`src/rtl/debug_uart_pkg.sv`:
```
// Shared types and constants for the debug UART transmitter.
// DEBUG_UART_CHECKSUM_EN appends an XOR checksum byte to every frame.
package debug_uart_pkg;

    typedef enum logic [1:0] {IDLE, START, DATA, STOP} state_t;

    localparam int         NUM_PORTS         = 7;
    localparam logic [7:0] DEFAULT_SYNC_BYTE = 8'hA5;

`ifdef DEBUG_UART_CHECKSUM_EN
    localparam int FRAME_BYTES = NUM_PORTS + 2;
`else
    localparam int FRAME_BYTES = NUM_PORTS + 1;
`endif

endpackage

```
`src/rtl/debug_uart_byte_tx.sv`:
```
// Serialises one byte as 8N1, LSB first. o_done flags the last stop-bit cycle;
// asserting i_start in that cycle chains the next byte with no idle gap.
module debug_uart_byte_tx
    import debug_uart_pkg::*;
#(
    parameter int CLKS_PER_BIT = 434
) (
    input  logic       clk,
    input  logic       nreset,
    input  logic       i_start,
    input  logic [7:0] i_data,
    output logic       o_tx,
    output logic       o_done
);

    localparam int            CW     = $clog2(CLKS_PER_BIT);
    localparam logic [CW-1:0] RELOAD = CW'(CLKS_PER_BIT - 1);

    state_t        r_state, w_state_nxt;
    logic [CW-1:0] r_cnt, w_cnt_nxt;
    logic [2:0]    r_bit_idx, w_bit_nxt;
    logic [7:0]    r_shift, w_shift_nxt;
    logic          r_tx, w_tx_nxt;
    logic          w_expire;

    assign w_expire = (r_cnt == '0);
    assign o_tx     = r_tx;

    always_ff @(posedge clk) begin
        if (nreset) begin
            r_state   <= IDLE;
            r_cnt     <= '0;
            r_bit_idx <= '0;
            r_shift   <= '0;
            r_tx      <= 1'b1;
        end else begin
            r_state   <= w_state_nxt;
            r_cnt     <= w_cnt_nxt;
            r_bit_idx <= w_bit_nxt;
            r_shift   <= w_shift_nxt;
            r_tx      <= w_tx_nxt;
        end
    end

    always_comb begin
        w_state_nxt = r_state;
        w_cnt_nxt   = (r_state != IDLE && !w_expire) ? r_cnt - CW'(1) : r_cnt;
        w_bit_nxt   = r_bit_idx;
        w_shift_nxt = r_shift;
        w_tx_nxt    = r_tx;
        o_done      = 1'b0;
        case (r_state)
            IDLE: begin
                if (i_start) begin
                    w_shift_nxt = i_data;
                    w_tx_nxt    = 1'b0;
                    w_cnt_nxt   = RELOAD;
                    w_state_nxt = START;
                end
            end
            START: begin
                if (w_expire) begin
                    w_cnt_nxt   = RELOAD;
                    w_tx_nxt    = r_shift[0];
                    w_bit_nxt   = '0;
                    w_state_nxt = DATA;
                end
            end
            DATA: begin
                if (w_expire) begin
                    w_cnt_nxt = RELOAD;
                    if (r_bit_idx == 3'd7) begin
                        w_tx_nxt    = 1'b1;
                        w_state_nxt = STOP;
                    end else begin
                        w_bit_nxt   = r_bit_idx + 3'd1;
                        w_shift_nxt = r_shift >> 1;
                        w_tx_nxt    = r_shift[1];
                    end
                end
            end
            STOP: begin
                if (w_expire) begin
                    o_done = 1'b1;
                    if (i_start) begin
                        w_shift_nxt = i_data;
                        w_tx_nxt    = 1'b0;
                        w_cnt_nxt   = RELOAD;
                        w_state_nxt = START;
                    end else begin
                        w_state_nxt = IDLE;
                    end
                end
            end
            default: w_state_nxt = IDLE;
        endcase
    end

endmodule

```
`src/rtl/debug_uart_tx.sv`:
```
// Snapshots the seven debug ports on a trigger and sends SYNC + ports over UART.
// DEBUG_UART_CHECKSUM_EN adds a trailing XOR-of-ports checksum byte.
module debug_uart_tx
    import debug_uart_pkg::*;
#(
    parameter int         CLKS_PER_BIT = 434,
    parameter logic [7:0] SYNC_BYTE    = DEFAULT_SYNC_BYTE
) (
    input  logic       clk,
    input  logic       nreset,
    input  logic       trigger,
    input  logic [7:0] debug_port1,
    input  logic [7:0] debug_port2,
    input  logic [7:0] debug_port3,
    input  logic [7:0] debug_port4,
    input  logic [7:0] debug_port5,
    input  logic [7:0] debug_port6,
    input  logic [7:0] debug_port7,
    output logic       tx,
    output logic       busy,
    output logic       frame_done,
    output logic [7:0] dropped_count
);

    logic [NUM_PORTS-1:0][7:0] w_ports, r_snap;
    logic [3:0]                r_byte_idx, w_next_idx;
    logic [2:0]                w_port_sel;
    logic [7:0]                r_drop, w_data;
    logic                      r_busy, r_frame_done;
    logic                      w_start, w_done, w_more, w_tx;

    assign w_ports = {debug_port7, debug_port6, debug_port5, debug_port4,
                      debug_port3, debug_port2, debug_port1};

    assign w_more     = (r_byte_idx != 4'(FRAME_BYTES - 1));
    assign w_start    = r_busy ? (w_done && w_more) : trigger;
    assign w_next_idx = r_busy ? r_byte_idx + 4'd1 : 4'd0;
    assign w_port_sel = 3'(w_next_idx - 4'd1);

`ifdef DEBUG_UART_CHECKSUM_EN
    logic [7:0] w_csum;
    always_comb begin
        w_csum = '0;
        for (int i = 0; i < NUM_PORTS; i++) w_csum ^= r_snap[i];
    end
`endif

    // Byte 0 is the sync marker, so it never depends on the not-yet-latched snapshot.
    always_comb begin
        w_data = SYNC_BYTE;
        if (w_next_idx >= 4'd1 && w_next_idx <= 4'(NUM_PORTS)) w_data = r_snap[w_port_sel];
`ifdef DEBUG_UART_CHECKSUM_EN
        if (w_next_idx == 4'(NUM_PORTS + 1)) w_data = w_csum;
`endif
    end

    always_ff @(posedge clk) begin
        if (nreset) begin
            r_snap       <= '0;
            r_byte_idx   <= '0;
            r_busy       <= 1'b0;
            r_frame_done <= 1'b0;
            r_drop       <= '0;
        end else begin
            r_frame_done <= 1'b0;
            if (!r_busy) begin
                if (trigger) begin
                    r_snap     <= w_ports;
                    r_byte_idx <= '0;
                    r_busy     <= 1'b1;
                end
            end else begin
                if (trigger && r_drop != 8'hFF) r_drop <= r_drop + 8'd1;
                if (w_done) begin
                    if (w_more) begin
                        r_byte_idx <= r_byte_idx + 4'd1;
                    end else begin
                        r_busy       <= 1'b0;
                        r_frame_done <= 1'b1;
                    end
                end
            end
        end
    end

    debug_uart_byte_tx #(.CLKS_PER_BIT(CLKS_PER_BIT)) u_byte_tx (
        .clk     (clk),
        .nreset  (nreset),
        .i_start (w_start),
        .i_data  (w_data),
        .o_tx    (w_tx),
        .o_done  (w_done)
    );

    assign tx            = w_tx;
    assign busy          = r_busy;
    assign frame_done    = r_frame_done;
    assign dropped_count = r_drop;

endmodule

```
`config.mk`:
```
export PLATFORM = sky130hd
export DESIGN_NAME = debug_uart_tx
export DESIGN_NICKNAME = d
export VERILOG_FILES = /design/src/rtl/debug_uart_pkg.sv /design/src/rtl/debug_uart_byte_tx.sv /design/src/rtl/debug_uart_tx.sv
export SDC_FILE = /design/constraint.sdc
export NUM_CORES = 1
export LEC_CHECK = 0
export CAP_MARGIN = 40
export CORE_MARGIN = 3
export CORE_UTILIZATION = 52
export CTS_BUF_LIST = sky130_fd_sc_hd__clkbuf_4
export DETAILED_ROUTE_END_ITERATION = 10
export PLACE_DENSITY = 0.78
export SLEW_MARGIN = 0
export SYNTH_ARGS = -nofsm -noshare
export SYNTH_HDL_FRONTEND = slang
export SYNTH_SLANG_ARGS = --single-unit
```
`constraint.sdc`:
```
create_clock -name clk -period 3.2 [get_ports clk]
set_input_delay 0.48 -clock clk [delete_from_list [all_inputs] [get_ports clk]]
set_output_delay 0.48 -clock clk [all_outputs]
set_load 0.02 [all_outputs]
```
==> flow_summary.toml <==
[status]
status = "complete, no violations"

[drt]
final_antenna_net_count = 0
post_drt_wl_per_cell_um = 15.1
drt_pre_antenna_iters = 5
viasPerCell = 5.69
wl_mm = 10.4
first_iter_violations = 231
vias = 3931
drc = 0

[clock_network]
post_cts_buffers = 0
cts_buffer_depth = 2
root_buffer = "clkbuf_4"
cts_made_buffers = 9
holdBufCountCts = 0
cts_tree = "built"
clkSinkCount = 93
cts.htree.levels = 3
post_cts_resized = 0
clock_latency_ns = 0.43
clkTransAtPathRegs_ns = 0.14

[logic_synthesis]
ys_ff_latch = 93
yosysUniqueCellTypes = 54
avgSynthCellArea_um2 = 8.31
synth_area_um2 = 4380
synth_top_area_frac = 0.425
synth_flop_cell = "dfxtp_1"
yosysTopAreaCell = "dfxtp_1"
synth_nets = 597
synth.top_cells.by_area = "dfxtp_1 (43%), nand2_1 (11%), a21oi_1 (8.7%), mux4_2 (4.1%), ha_1 (3.1%)"
yosysWarnings = 0
synth_edf_count = 0
yosysSeqAreaShare = 0.425
async_reset_ff_frac = 0
syn_inst = 527

[power_and_ir_drop]
p_per_area_nw_per_um2 = 621
vdd_ir_drop_max_mv = 0.327
power_leakage_nw = 1.98
total_power_mw = 3.29

[placed_design]
placed_cell_area_um2 = 5110
gp_congestion = 0.925
hpwl_mm = 7.54
io_buffers = 69
dp_slack_ns = 0.532

[timing]
slew_viol_final = 0
rsz0062_at_grt = "false"
final-setup-viol-count = 0
tightest_slew_ns = 0.726
max_freq_mhz = 372
final.period_utilization = 0.839
final.setup.tns_ns = 0
whs_ns = 0.463
skew_ns = 0.0160
slew_headroom = 0.512
fin_ws_ns = 0.514
hold_violations = 0
finalCriticalPeriod_ns = 2.69

[critical_path]
cp_max_fo = 13
cp-start-kind = "flip-flop"
cp-end-kind = "flip-flop"
crit_arrival_ns = 2.99
crit_type = "flip-flop to flip-flop"
critical_path_required_ns = 3.50

[grt]
grtUsageTotal = 0.215
gr-usage-met2 = 0.356
grt_max_degree = 58
grtUsageMet3 = 0.0543
grt-busiest-layer = "met2"
grt_pass1_vias = 3631
grt_pass1_wl_mm = 17.1
grt_overflow = 0
use_met1 = 0.279
antenna_found_initial = 0

[worst_hold_path]
hp-class = "flip-flop to flip-flop"

[finish]
design_area_um2 = 5300
drive_gt1_frac = 0.0713
fin_nets = 654
final_common_cell = "nand2_1"
syn2layout_area_growth_pct = 20.9
diodes = 0
nFillCells = 675
mostFrequentLayoutCells = "nand2_1 (132), dfxtp_1 (93), a21oi_1 (76)"

[run]
cap_violations = 0

[floorplan]
die-area_um2 = 9560
fp.dieW_um = 97.8
fp.dieH_um = 97.8
core_um2 = 7970
num_io_pins = 70
start_util = 0.550
core.rowCount = 32
path summary, 6_finish.rpt:
kind                                        endpoint  slack, ns  cells past startpoint        from
worst max-delay path            u_byte_tx.r_shift[2]       0.51                      8        busy
worst min-delay path                      r_snap[33]       0.46                      2  r_snap[33]
worst max register to register  u_byte_tx.r_shift[2]       0.51                      8        busy
worst min register to register            r_snap[33]       0.46                      2  r_snap[33]
cells in the mapped netlist, types with 3 or more instances:
library cell / count
a211o_1: 5
a211oi_1: 7
a21oi_1: 76
a221oi_1: 4
a2bb2oi_1: 4
and3_1: 4
buf_1: 5
clkbuf_1: 20
dfxtp_1: 93
ha_1: 11
inv_1: 17
mux2i_1: 10
mux4_2: 8
nand2_1: 132
nand2b_1: 4
nand3_1: 11
nand4_1: 3
nor2_1: 28
nor3_1: 13
o21ai_0: 13
or3_1: 3
xnor2_1: 7
xor2_1: 5
layout make-up:
class / count / area [um^2] / share of cell area
clock buffer: 10 / 75.1 / 0.0142
clock inverter: 6 / 110 / 0.0208
inverter: 17 / 63.8 / 0.0121
multi-input combinational: 386 / 2310 / 0.436
sequential: 93 / 1860 / 0.352
tap: 102 / 128 / 0.0241
timing repair buffer: 77 / 746 / 0.141
kinds of logic (layout without fill, tap and decap cells):
family / count (synthesis) / in the layout / share of synthesized area
and+or+nand+nor: 211 / 211 / 0.208
adders and majority gates: 11 / 11 / 0.0314
muxes: 18 / 18 / 0.0640
buffers and inverters: 48 / 110 / 0.0497
AOI/OAI and AO/OA: 134 / 134 / 0.198
DFF: 93 / 93 / 0.425
xor gates and xnor gates: 12 / 12 / 0.0240
where the power goes:
| group | switching (mW) | internal [mW] |
|---|---|---|
| Combinational | 0.641 | 0.445 |
| Sequential | 0.108 | 1.30 |
| Clock | 0.394 | 0.405 |
| Total | 1.14 | 2.15 |
metrics by stage:
step / util / cells
6_report: 0.665 / 691
5_1_grt: 0.665 / 691
4_1_cts: 0.665 / 691
3_5_place_dp: 0.641 / 675
3_3_place_gp: 0.641 / 675
2_1_floorplan: - / 527
flip-flops by register name, indices dropped and copies added, names as in the netlist:
| signal | cells |
|---|---|
| r_snap | 56 |
| u_byte_tx.r_cnt | 9 |
| dropped_count | 8 |
| u_byte_tx.r_shift | 8 |
| r_byte_idx | 4 |
| u_byte_tx.r_bit_idx | 3 |
| u_byte_tx.r_state | 2 |
| busy | 1 |
| frame_done | 1 |
| u_byte_tx.o_tx | 1 |
per-layer routing:
| layer | vias to the layer above | routed length, um | share of wire |
|---|---|---|---|
| met5 | - | 0 | 0 |
| met4 | 0 | 195 | 0.019 |
| met3 | 20 | 630 | 0.061 |
| met2 | 134 | 4970 | 0.48 |
| met1 | 1824 | 4610 | 0.44 |
| li1 | 1953 | - | - |
worst max-delay path, stage by stage (launching register included):
cell	delay (ns)
dfxtp_1	0.47
nand2b_1	0.14
buf_4	0.18
inv_1	0.07
ha_1	0.55
mux4_2	0.56
and3_1	0.19
a211oi_1	0.29
o41ai_2	0.11
Power figures use the tool's default switching activity.
